## src/rtl/riscv_pkg.sv

```systemverilog
// riscv_pkg: state encoding, opcodes and datapath mux-select encodings
// shared by the multicycle controller and its bench-facing users.
package riscv_pkg;

    typedef enum logic [3:0] {
        S_FETCH, S_DECODE, S_MEMADR, S_MEMREAD, S_MEMWB, S_MEMWRITE, S_EXECR,
        S_EXECI, S_ALUWB, S_BRANCH, S_JAL, S_JALR, S_LUI, S_AUIPC
    } state_t;

    localparam logic [6:0] OP_LOAD   = 7'b0000011;
    localparam logic [6:0] OP_STORE  = 7'b0100011;
    localparam logic [6:0] OP_R      = 7'b0110011;
    localparam logic [6:0] OP_I      = 7'b0010011;
    localparam logic [6:0] OP_BRANCH = 7'b1100011;
    localparam logic [6:0] OP_JAL    = 7'b1101111;
    localparam logic [6:0] OP_JALR   = 7'b1100111;
    localparam logic [6:0] OP_LUI    = 7'b0110111;
    localparam logic [6:0] OP_AUIPC  = 7'b0010111;

    localparam logic [1:0] SRCA_PC = 2'b00, SRCA_OLDPC = 2'b01, SRCA_RS1 = 2'b10;
    localparam logic [1:0] SRCB_RS2 = 2'b00, SRCB_IMM = 2'b01, SRCB_FOUR = 2'b10;
    localparam logic [1:0] ALU_ADD = 2'b00, ALU_SUB = 2'b01, ALU_FUNCT = 2'b10;

    localparam logic [2:0] RES_ALUOUT = 3'b000, RES_MEM = 3'b001, RES_ALU = 3'b010;
    localparam logic [2:0] RES_IMM = 3'b011, RES_PCIMM = 3'b100;

    localparam logic [2:0] IMM_I = 3'b000, IMM_S = 3'b001, IMM_B = 3'b010;
    localparam logic [2:0] IMM_J = 3'b011, IMM_U = 3'b100;

    // Unknown opcodes map to S_FETCH, which the controller treats as illegal.
    function automatic state_t decode_op(input logic [6:0] op);
        case (op)
            OP_LOAD, OP_STORE: return S_MEMADR;
            OP_R:              return S_EXECR;
            OP_I:              return S_EXECI;
            OP_BRANCH:         return S_BRANCH;
            OP_JAL:            return S_JAL;
            OP_JALR:           return S_JALR;
            OP_LUI:            return S_LUI;
            OP_AUIPC:          return S_AUIPC;
            default:           return S_FETCH;
        endcase
    endfunction

endpackage

```

## src/rtl/mem_wait_timer.sv

```systemverilog
// mem_wait_timer: counts unacknowledged memory-request cycles and flags the
// cycle in which the count reaches LIMIT.
module mem_wait_timer #(
    parameter int LIMIT = 255
) (
    input  logic clk,
    input  logic rst_n,
    input  logic waiting,
    output logic timeout
);
    localparam int W = $clog2(LIMIT + 1);

    logic [W-1:0] count;

    assign timeout = waiting && (count == W'(LIMIT - 1));

    // Any non-waiting cycle (or the timeout itself) precedes entry into a new
    // request state, so the count is always zero when a request begins.
    always_ff @(posedge clk or negedge rst_n) begin
        if (!rst_n) count <= '0;
        else        count <= (waiting && !timeout) ? count + 1'b1 : '0;
    end
endmodule

```

## src/rtl/multicycle_controller.sv

```systemverilog
// multicycle_controller: RISC-V multicycle control FSM with memory-wait
// timeout and illegal-opcode detection.
module multicycle_controller
    import riscv_pkg::*;
#(
    parameter int MEM_TIMEOUT = 255
) (
    input  logic       clk,
    input  logic       rst_n,
    input  logic [6:0] op,
    input  logic       zero,
    input  logic       mem_ready,
    output logic       mem_req,
    output logic       mem_we,
    output logic       adr_src,
    output logic       ir_write,
    output logic       pc_write,
    output logic       reg_write,
    output logic [1:0] alu_src_a,
    output logic [1:0] alu_src_b,
    output logic [1:0] alu_op_type,
    output logic [2:0] result_src,
    output logic [2:0] immsrc,
    output logic       illegal,
    output logic       bus_error
);
    state_t state, next;
    logic   active, ack, timeout;

    // active holds requests off during reset and until the first clock after release.
    assign mem_req   = active && (state == S_FETCH || state == S_MEMREAD || state == S_MEMWRITE);
    assign ack       = mem_req && mem_ready;
    assign bus_error = timeout;

    mem_wait_timer #(.LIMIT(MEM_TIMEOUT)) u_timer (
        .clk(clk),
        .rst_n(rst_n),
        .waiting(mem_req && !mem_ready),
        .timeout(timeout)
    );

    always_ff @(posedge clk or negedge rst_n) begin
        if (!rst_n) begin
            state  <= S_FETCH;
            active <= 1'b0;
        end else begin
            state  <= next;
            active <= 1'b1;
        end
    end

    always_comb begin
        next        = state;
        mem_we      = 1'b0;
        adr_src     = 1'b0;
        ir_write    = 1'b0;
        pc_write    = 1'b0;
        reg_write   = 1'b0;
        alu_src_a   = SRCA_PC;
        alu_src_b   = SRCB_RS2;
        alu_op_type = ALU_ADD;
        result_src  = RES_ALUOUT;
        immsrc      = IMM_I;
        illegal     = 1'b0;
        case (state)
            S_FETCH: begin
                alu_src_b = SRCB_FOUR;
                ir_write  = ack;
                pc_write  = ack;
                next      = ack ? S_DECODE : S_FETCH;
            end
            S_DECODE: begin
                alu_src_a = SRCA_OLDPC;
                alu_src_b = SRCB_IMM;
                immsrc    = IMM_B;
                next      = decode_op(op);
                illegal   = (decode_op(op) == S_FETCH);
            end
            S_MEMADR: begin
                alu_src_a = SRCA_RS1;
                alu_src_b = SRCB_IMM;
                immsrc    = (op == OP_STORE) ? IMM_S : IMM_I;
                next      = (op == OP_STORE) ? S_MEMWRITE : S_MEMREAD;
            end
            S_MEMREAD: begin
                adr_src = 1'b1;
                next    = ack ? S_MEMWB : timeout ? S_FETCH : S_MEMREAD;
            end
            S_MEMWB: begin
                result_src = RES_MEM;
                reg_write  = 1'b1;
                next       = S_FETCH;
            end
            S_MEMWRITE: begin
                mem_we  = 1'b1;
                adr_src = 1'b1;
                next    = (ack || timeout) ? S_FETCH : S_MEMWRITE;
            end
            S_EXECR, S_EXECI: begin
                alu_src_a   = SRCA_RS1;
                alu_src_b   = (state == S_EXECI) ? SRCB_IMM : SRCB_RS2;
                alu_op_type = ALU_FUNCT;
                next        = S_ALUWB;
            end
            S_ALUWB: begin
                reg_write = 1'b1;
                next      = S_FETCH;
            end
            S_BRANCH: begin
                alu_src_a   = SRCA_RS1;
                alu_op_type = ALU_SUB;
                pc_write    = zero;
                next        = S_FETCH;
            end
            S_JAL: begin
                immsrc    = IMM_J;
                pc_write  = 1'b1;
                reg_write = 1'b1;
                next      = S_FETCH;
            end
            S_JALR: begin
                alu_src_a  = SRCA_RS1;
                alu_src_b  = SRCB_IMM;
                result_src = RES_ALU;
                pc_write   = 1'b1;
                reg_write  = 1'b1;
                next       = S_FETCH;
            end
            S_LUI, S_AUIPC: begin
                immsrc     = IMM_U;
                result_src = (state == S_LUI) ? RES_IMM : RES_PCIMM;
                reg_write  = 1'b1;
                next       = S_FETCH;
            end
            default: next = S_FETCH;
        endcase
    end
endmodule

```

## config.mk

```make
export PLATFORM = sky130hd
export DESIGN_NAME = multicycle_controller
export DESIGN_NICKNAME = d
export VERILOG_FILES = /design/src/rtl/riscv_pkg.sv /design/src/rtl/mem_wait_timer.sv /design/src/rtl/multicycle_controller.sv
export SDC_FILE = /design/constraint.sdc
export NUM_CORES = 1
export LEC_CHECK = 0
export ABC_AREA = 1
export BUFFER_PORTS_ARGS = -buffer_cell sky130_fd_sc_hd__buf_2
export CAP_MARGIN = 10
export CORE_ASPECT_RATIO = 1.4
export CORE_MARGIN = 1
export CORE_UTILIZATION = 45
export CTS_CLUSTER_DIAMETER = 30
export DETAILED_ROUTE_END_ITERATION = 10
export PLACE_DENSITY = 0.76
export SLEW_MARGIN = 10
export SYNTH_ARGS = -nofsm -noshare
export SYNTH_HDL_FRONTEND = slang
export SYNTH_SLANG_ARGS = --single-unit
```

## constraint.sdc

```tcl
create_clock -name clk -period 2.83 [get_ports clk]
set_input_delay 0.283 -clock clk [delete_from_list [all_inputs] [get_ports clk]]
set_output_delay 0.283 -clock clk [all_outputs]
set_load 0.02 [all_outputs]
```

# --- Word-level counts from Yosys, hierarchy flattened ---
# Cells that the tools add are included.
classes:
  add_sub_neg: 1
  muxes: 23
  n_eq_ne: 23
  n_reduce_logical: 20
op_table:
  columns: ["cell", "count"]
  rows:
  - ["case mux 4 bit (8 select lines)", 1]
  - ["equality test 4 bit (second input constant)", 6]
  - ["case mux 4 bit (6 select lines)", 1]
  - ["equality test 7 x 6 -> 1 bit (second input constant)", 3]
  - ["equality test 7 bit (second input constant)", 3]
  - ["equality test 4 x 3 -> 1 bit (second input constant)", 4]
  - ["equality test 7 x 5 -> 1 bit (second input constant)", 2]
  - ["2-to-1 mux 3 bit", 4]
  - ["case mux 3 bit (4 select lines)", 1]
  - ["OR reduction 2 bit", 5]
  - ["case mux 3 bit (3 select lines)", 1]
  - ["adder 8 x 1 -> 8 bit (second input constant)", 1]
  - ["equality test 4 x 2 -> 1 bit (second input constant)", 2]
  - ["equality test 8 bit (second input constant)", 1]
  - ["logical NOT 4 bit", 2]
  - ["2-to-1 mux 1 bit", 8]
  - ["2-to-1 mux 8 bit", 1]
  - ["case mux 2 bit (2 select lines)", 2]
  - ["equality test 7 x 2 -> 1 bit (second input constant)", 1]
  - ["case mux 2 bit (3 select lines)", 1]
  - ["OR reduction 6 bit", 1]
  - ["logical AND 1 bit", 5]
  - ["OR reduction 5 bit", 1]
  - ["equality test 4 x 1 -> 1 bit (second input constant)", 1]
  - ["6 further kinds", 9]
totals:
  output_inout_bits: 20
  word_cells: 70
  regBits: 13
  input_bits: 11

# --- Depth between registers and ports, before layout ---
# Gate-level depths: netlist (run 1).
logic_depth:
  word_depth: 9
  ltp_mapped: 10

# --- Modules after synthesis ---
# Synthesis (run 1) repeated with hierarchy kept, for this count alone.
unflattened:
  cells_unflattened: 151
  area_unflattened_um2: 1018.5
by_module_without_submodules:
  columns: ["mod", "area_each_um2", "n_inst", "cells_each"]
  rows:
  - ["multicycle_controller", 599.3, 1, 101]
  - ["mem_wait_timer", 419.2, 1, 50]

# --- Least setup slack after synthesis (run 1) ---
# No wires, ideal clock.
synth_timing:
  path_kind: "flip-flop to output port"
  start: "reg state[3]"
  end: "out illegal"
  path_slack_ps: 1049
  t_arrival_ps: 1498
  path_stages_with_launch: 6
  path_cell_list: "dfrtp_1 -> nor2_1 -> inv_1 -> nor2_4 -> inv_1 -> nor3_1"
synth_via:
  elab_chain_cells: 2
synth_rtl:
  columns: ["item", "line", "text"]
  rows:
  - ["start: declaration", "multicycle_controller.sv:27", "state_t state, next;"]
  - ["start signal: assignment", "multicycle_controller.sv:47", "state <= next;"]
  - ["equality test 4 x 1 -> 1 bit", "multicycle_controller.sv:65", "case (state)"]
  - ["2-to-1 mux 1 bit", "multicycle_controller.sv:65", null]
  - ["end: declaration", "multicycle_controller.sv:24", "output logic illegal,"]
# Every way passes these cells.

# --- Worst setup path in the final report (run 1) ---
# Same ends and word-level chain as after synthesis.

==> results.md, run 1 <==
* Setup Viol. Count Final at 0
* Crit-path cells: nor2_1 -> inv_1 -> nor2_4 -> inv_1 -> nor3_1 -> buf_2
* Max-capacitance violation count at 0
* Comb power frac at 52.7%
* Post-layout net count at 199
* Root Driver: clkbuf_4
* P_sw at 357 uW
* Critical Path End Type: primary output
* First-pass GRT wire length at 3.24 mm
* Status: finished, final reports clean
* Post-CTS resize count at 0
* Maximum clock insertion buffer count at 2
* DR pass1 iterations at 4
* Placer Congestion at 0.832
* Clock skew at 1.00 ps
* Routed Antenna Nets at 0
* Row Count at 19
* Die area at 2360 um2
* Mapped cell area at 976 um2
* Switching Share at 48.0%
* Mapped Nets at 164
* Final wirelength at 2.09 mm
* Wire length per cell at 10.2 um
* Crit path kind: reg2out
* # fillers at 209
* Crit path top cell by count: inv_1
* Via Count at 1017
* Io pins at 31
* Slowest CP cell: dfrtp_1
* Top cells by count, synth: nand2_1 (38), inv_1 (29), nor2_1 (27)
* Worst EP required at 2550 ps
* Synth top area cells: dfrtp_1 (33%), nand2_1 (15%), inv_1 (11%), nor2_1 (10%), nand3_1 (8.2%)
* Die X at 41.4 um
* Core area at 2000 um2
* Num CTS Buffers at 3
* RSZ-0062 raised after global routing: false
* Starting density of the core at 48.9%
* Critical Path AT at 1610 ps
* Final period utilization at 67.0%
* Layout area overhead at 20.8%
* Yosys top cell by area: dfrtp_1
* Worst-Skew Late Latency at 280 ps
* Clk sinks at 13
* Total grt overflow at 0
* Crit path max-delay family: simple AND/OR/NAND/NOR gates
* Syn avg cell area at 6.46 um2
* Final hold vios at 0
* Cell with the most instances after synthesis: nand2_1
* P per Cell Area at 632 nW/um2
* CTS tree: yes
* Tot Pwr at 744 uW
* Worst vdd ir at 0.000299 V
* Number of global-route vias before repair at 884
* Slowest stage delay, CP at 420 ps
* Top FF cell, synth: dfrtp_1
* Critical path fanouts, max at 5
* Max-slew violations at 0
* Leak at 0.000735 uW
* Share of the synthesized area in the top cell type at 33.3%
* Fin crit period at 1900 ps
* Internal cell power at 387 uW
* Crit path launch type: flop
* Clk slew on worst S/H paths at 80 ps
* Fmax at 527 MHz
* Die Ht at 57.1 um
* Initial antenna violation count at 0
* Post-synth ARST share at 100%
* Min-delay worst type: in2reg
* Detailed placement HPWL at 1.75 mm
* Synth cell types at 23
* Residual DRC at 0
* Sequential area share after synthesis at 33.3%
* 1st-iter DRT viols at 23
* Post-Syn Instances at 151
* Buffers on Ports at 30
* YS warnings at 0
* Layout cells sized above 1 at 21.1%
* Setup TNS at 0 ps
* GRT Util Overall at 19.7%
* Avg Vias per Cell at 4.94
* Synth Register Bits at 13
* Clock share of power at 15.7%
* CTS HTree Levels at 1
* Sequential Power Share at 31.6%
* Largest net degree at the start of global routing at 14
* Number of flops mapped to enable cells by yosys at 0
* Crit path buffers/inverters at 3
* Ant. Diodes at 0
## state kept, by name (all words and copies together) (netlist names)
name	count
state	4
active	1
u_timer.count	8
## metrics by stage
| step | area (um2) | util, % | setup slack, ps | cells | hold WS [ps] |
|---|---|---|---|---|---|
| floorplan | 976 | - | 1050 | 151 | -12.6 |
| global placement | 1140 | 57.1 | 1260 | 201 | 178 |
| detailed placement | 1140 | 57.1 | 1240 | 201 | 181 |
| CTS | 1180 | 59.0 | 913 | 206 | 352 |
| global route | 1180 | 59.0 | 831 | 206 | 383 |
| finish | 1180 | 59.0 | 934 | 206 | 361 |
## cells by family (layout without fill, tap and decap cells)
| logic type | after synthesis | count (layout) | share of synthesized area, % |
|---|---|---|---|
| AOI/OAI and AO/OA | 10 | 10 | 6.03 |
| xor gates and xnor gates | 4 | 4 | 3.59 |
| adders and majority gates | 2 | 2 | 2.56 |
| buffers and inverters | 30 | 64 | 12.3 |
| DFF | 13 | 13 | 33.3 |
| other | 1 | 1 | 0.384 |
| and+or+nand+nor | 91 | 91 | 41.8 |
## worst register-to-register path, stage by stage, from the launching register on
cell and delay [ps]:
dfrtp_1 420, nor2_1 220, nand2_1 130, nand3_2 120
and2_4 160, nand3_4 100, nor2_1 120
## power by group through the flow
stage | logic [uW] | registers, uW | clock network [uW]
after global routing | 439 | 238 | 131
after global placement | 391 | 236 | 0
after detailed placement | 396 | 238 | 0
after floorplan | 310 | 223 | 0
final | 392 | 235 | 117
after CTS | 398 | 235 | 122
## timing repair
item | in CTS | in global routing
setup endpoints to repair | 0 | 0
hold buffers | 1 | 0
buffers inserted | 0 | 0
hold endpoints to repair | 13 | 0
## routing by layer
layer  GRT usage (%)  part of all wire (%)
met3            2.33                   2.4
met1            18.0                    37
met2            37.7                    58
met5               0                     0
met4            9.68                   2.1
## cell usage in the layout, fill, tap and decap left out
master	n
nand2_1	38
buf_2	30
inv_1	29
nor2_1	27
nand3_1	16
dfrtp_1	13
a21oi_1	4
o21ai_0	3
xor2_1	3
clkbuf_4	3
nand4_1	2
nor3_1	2
ha_1	2
nor2_2	1
nand3_2	1
nand3b_1	1
nor2_4	1
and2_4	1
nand3_4	1
a21o_1	1
o221ai_1	1
o21bai_1	1
xnor2_1	1
conb_1	1
clkinv_2	1
dlygate4sd3_1	1
## cell type report
type | instances | area (um2) | area share, %
Inverter | 29 | 109 | 9.24
Sequential cell | 13 | 325 | 27.6
Clock buffer | 3 | 22.5 | 1.91
Clock inverter | 1 | 5.00 | 0.425
Timing Repair Buffer | 31 | 160 | 13.6
Tap cell | 21 | 26.3 | 2.23
Multi-Input combinational cell | 108 | 531 | 45.0
## path summary, 6_finish.rpt
path                                   from  slack (ps)  cells past startpoint                to
max                                state[3]         930                      6           illegal
min                               mem_ready         360                      5          state[2]
max reg2reg                        state[3]        1510                      6  u_timer.count[4]
min reg2reg                u_timer.count[0]         490                      1  u_timer.count[0]
max in group asynchronous             rst_n        2200                      2  u_timer.count[2]
min in group asynchronous             rst_n         410                      2  u_timer.count[7]
(Power assumes the default switching activity.)
==> run 2, diff against run 1 <==
--- a/config.mk
+++ b/config.mk
@@ -5,7 +5,7 @@
 export SDC_FILE = /design/constraint.sdc
 export NUM_CORES = 1
 export LEC_CHECK = 0
-export ABC_AREA = 1
+export ABC_AREA = 0
 export BUFFER_PORTS_ARGS = -buffer_cell sky130_fd_sc_hd__buf_2
 export CAP_MARGIN = 10
 export CORE_ASPECT_RATIO = 1.4
==> constraint.sdc (replaced) <==
create_clock -name clk -period 1.9 [get_ports clk]
set_input_delay 0.19 -clock clk [delete_from_list [all_inputs] [get_ports clk]]
set_output_delay 0.19 -clock clk [all_outputs]
set_load 0.02 [all_outputs]
==> results.md, run 2 <==
* Ant. Diodes at 0
* Top cells by count, synth: nor2_1 (17), dfrtp_1 (13), nand2_1 (9)
* Synth cell types at 40
* Setup TNS at -31.8 ps
* Detailed placement HPWL at 1.77 mm
* CP Launch Point: state[1]
* Starting density of the core at 49.0%
* Yosys top cell by area: dfrtp_1
* Cell with the most instances after synthesis: nor2_1
* Die Ht at 57.5 um
* Multiplexer share of the synthesized area at 0%
* Final hold vios at 0
* Io pins at 31
* Slowest stage delay, CP at 550 ps
* Leak at 0.000599 uW
* Top FF cell, synth: dfrtp_1
* Critical path fanouts, max at 2
* Synth top area cells: dfrtp_1 (33%), nor2_1 (6.4%), nor2b_1 (3.8%), xnor2_1 (3.5%), nand2_1 (3.4%)
* Avg Vias per Cell at 5.89
* RSZ-0062 raised after global routing: true
* Reg with most FFs: u_timer.count
* Fin crit period at 1930 ps
* Buffers on Ports at 30
* Syn avg cell area at 8.18 um2
* First-pass GRT wire length at 3.85 mm
* Number of global-route vias before repair at 906
* Final wirelength at 2.33 mm
* Placer Congestion at 0.832
* 1st-iter DRT viols at 27
* Mapped cell area at 990 um2
* YS warnings at 0
* Post-DP Area at 1170 um2
* Fmax at 518 MHz
* Crit path max-delay family: simple AND/OR/NAND/NOR gates
* P per Cell Area at 963 nW/um2
* Clk slew on worst S/H paths at 80 ps
* Clock skew at 4.99 ps
* Commonest non-fill, non-tap cell in the layout: buf_2
* Tot Pwr at 1200 uW
* Worst EP required at 1710 ps
* Die area at 2390 um2
* Post-Synth Adder-Cell Area at 2.53%
* Row Count at 19
* CTS HTree Levels at 1
* Maximum clock insertion buffer count at 2
* Final non-filler cell total at 176
* Layout cells sized above 1 at 29.7%
* # fillers at 181
* Final period utilization at 102%
* Sequential area share after synthesis at 32.9%
* Mapped Nets at 134
* Clk sinks at 13
* Initial antenna violation count at 0
* Total grt overflow at 0
* Setup Viol. Count Final at 1
* Number of flops mapped to enable cells by yosys at 0
* Synth Area in Simple Gates at 34.3%
* Post-Synth XOR/XNOR Area at 6.19%
* Routed Antenna Nets at 0
* Num CTS Buffers at 3
* Share of the synthesized area in the top cell type at 32.9%
* Most frequent cells in the layout: buf_2 (28), nor2_1 (17), dfrtp_1 (12), nand2_1 (9), buf_4 (7)
* Crit-path cells: or4b_4 -> o22ai_4 -> nor3b_2 -> buf_4
* Min-delay worst type: in2reg
* Via Count at 1037
* Crit path launch type: flop
* Wire length per cell at 13.2 um
* Max-slew violations at 0
* Synth Area in Compound Gates at 18.3%
* Final setup margin at -31.8 ps
* Largest net degree at the start of global routing at 18
* Root Driver: clkbuf_4
* Status: finished, violations left
* Post-synth ARST share at 100%
* Placed cells at 169
* Worst-Skew Late Latency at 290 ps
* Critical Path AT at 1740 ps
* Synth Register Bits at 13
* Worst Min Path Start: op[0]
* Max FFs per register at 8
* Max-capacitance violation count at 0
* DR pass1 iterations at 4
* Critical Path End Type: primary output
* Largest family of logic cells by synthesized area: simple AND/OR/NAND/NOR gates
* Pre-CTS setup slack at 217 ps
* Layout area overhead at 25.9%
* Failing checks: setup timing
* Die X at 41.6 um
* Post-layout net count at 169
* R2r startpoint: state[1]
* Worst vdd ir at 0.000547 V
* Residual DRC at 0
* Post-Syn Instances at 121
* Core area at 2020 um2
* Slowest CP cell: or4b_4
* CTS tree: yes
* Largest regs: u_timer.count x8, state x4, active x1
* Final instance area at 1250 um2
* Crit path buffers/inverters at 1
* GRT Util Overall at 20.9%
* Crit path kind: reg2out
-- run 2: cell types whose count changed after synthesis, moves of 4 or more --
cell / delta
nand3_1: -11
nor2_1: -10
nand2_1: -29
inv_1: -23
clkbuf_1: +4
nor2b_1: +6
-- run 2: worst min-delay path: cells and delay by family --
kind	cells	cell delay, ps
AOI/OAI and AO/OA	1	100
and+or+nand+nor	1	110
buffers and inverters	1	110
-- run 2: area by class of cell --
cell class / instances / area (um2) / area share (%)
Clock buffer: 4 / 26.3 / 2.11
Timing Repair Buffer: 36 / 203 / 16.3
Sequential cell: 13 / 327 / 26.2
Multi-Input combinational cell: 96 / 642 / 51.5
Tap cell: 21 / 26.3 / 2.11
Inverter: 6 / 22.5 / 1.81
-- run 2: kinds of logic after synthesis --
group                      Yosys count
AOI/OAI and AO/OA                   25
xor gates and xnor gates             7
adders and majority gates            2
buffers and inverters               12
DFF                                 13
other                                1
and+or+nand+nor                     61
-- run 2: timing repair --
item,in CTS,in global routing
hold buffers,1,0
pin swaps,2,3
gates resized for setup,3,2
endpoints found under the setup margin,2,7
setup buffers,1,1
endpoints found under the hold margin,13,0
-- run 2: path summary, 6_finish.rpt --
check	endpoint	slack, ps	depth (start not counted)
worst max register to register	state[0]	140	5
worst min register to register	u_timer.count[0]	510	1
min in group asynchronous	u_timer.count[1]	310	2
worst min-delay path	state[3]	250	3
max in group asynchronous	state[0]	1350	2
worst max-delay path	bus_error	-30	4
-- run 2: report_power, final --
part / internal [uW] / switching (uW)
clock: 81.7 / 97.1
sequential: 306 / 48.4
combinational: 271 / 395
-- run 2: per-stage QoR --
stage	utilization, %	hold slack [ps]
final	61.7	253
after detailed placement	58.1	87.1
after global placement	58.1	80.3
after CTS	60.6	241
after floorplan	-	-106
after global routing	61.7	274
-- run 2: per-layer routing --
metal	routed length [um]	vias up	GRT usage, %	share of wire, %
li1	-	502	-	-
met1	854	487	22.7	37
met2	1270	43	39.7	54
met3	152	5	0.949	6.5
met4	53	0	11.1	2.3
met5	0	-	0	0
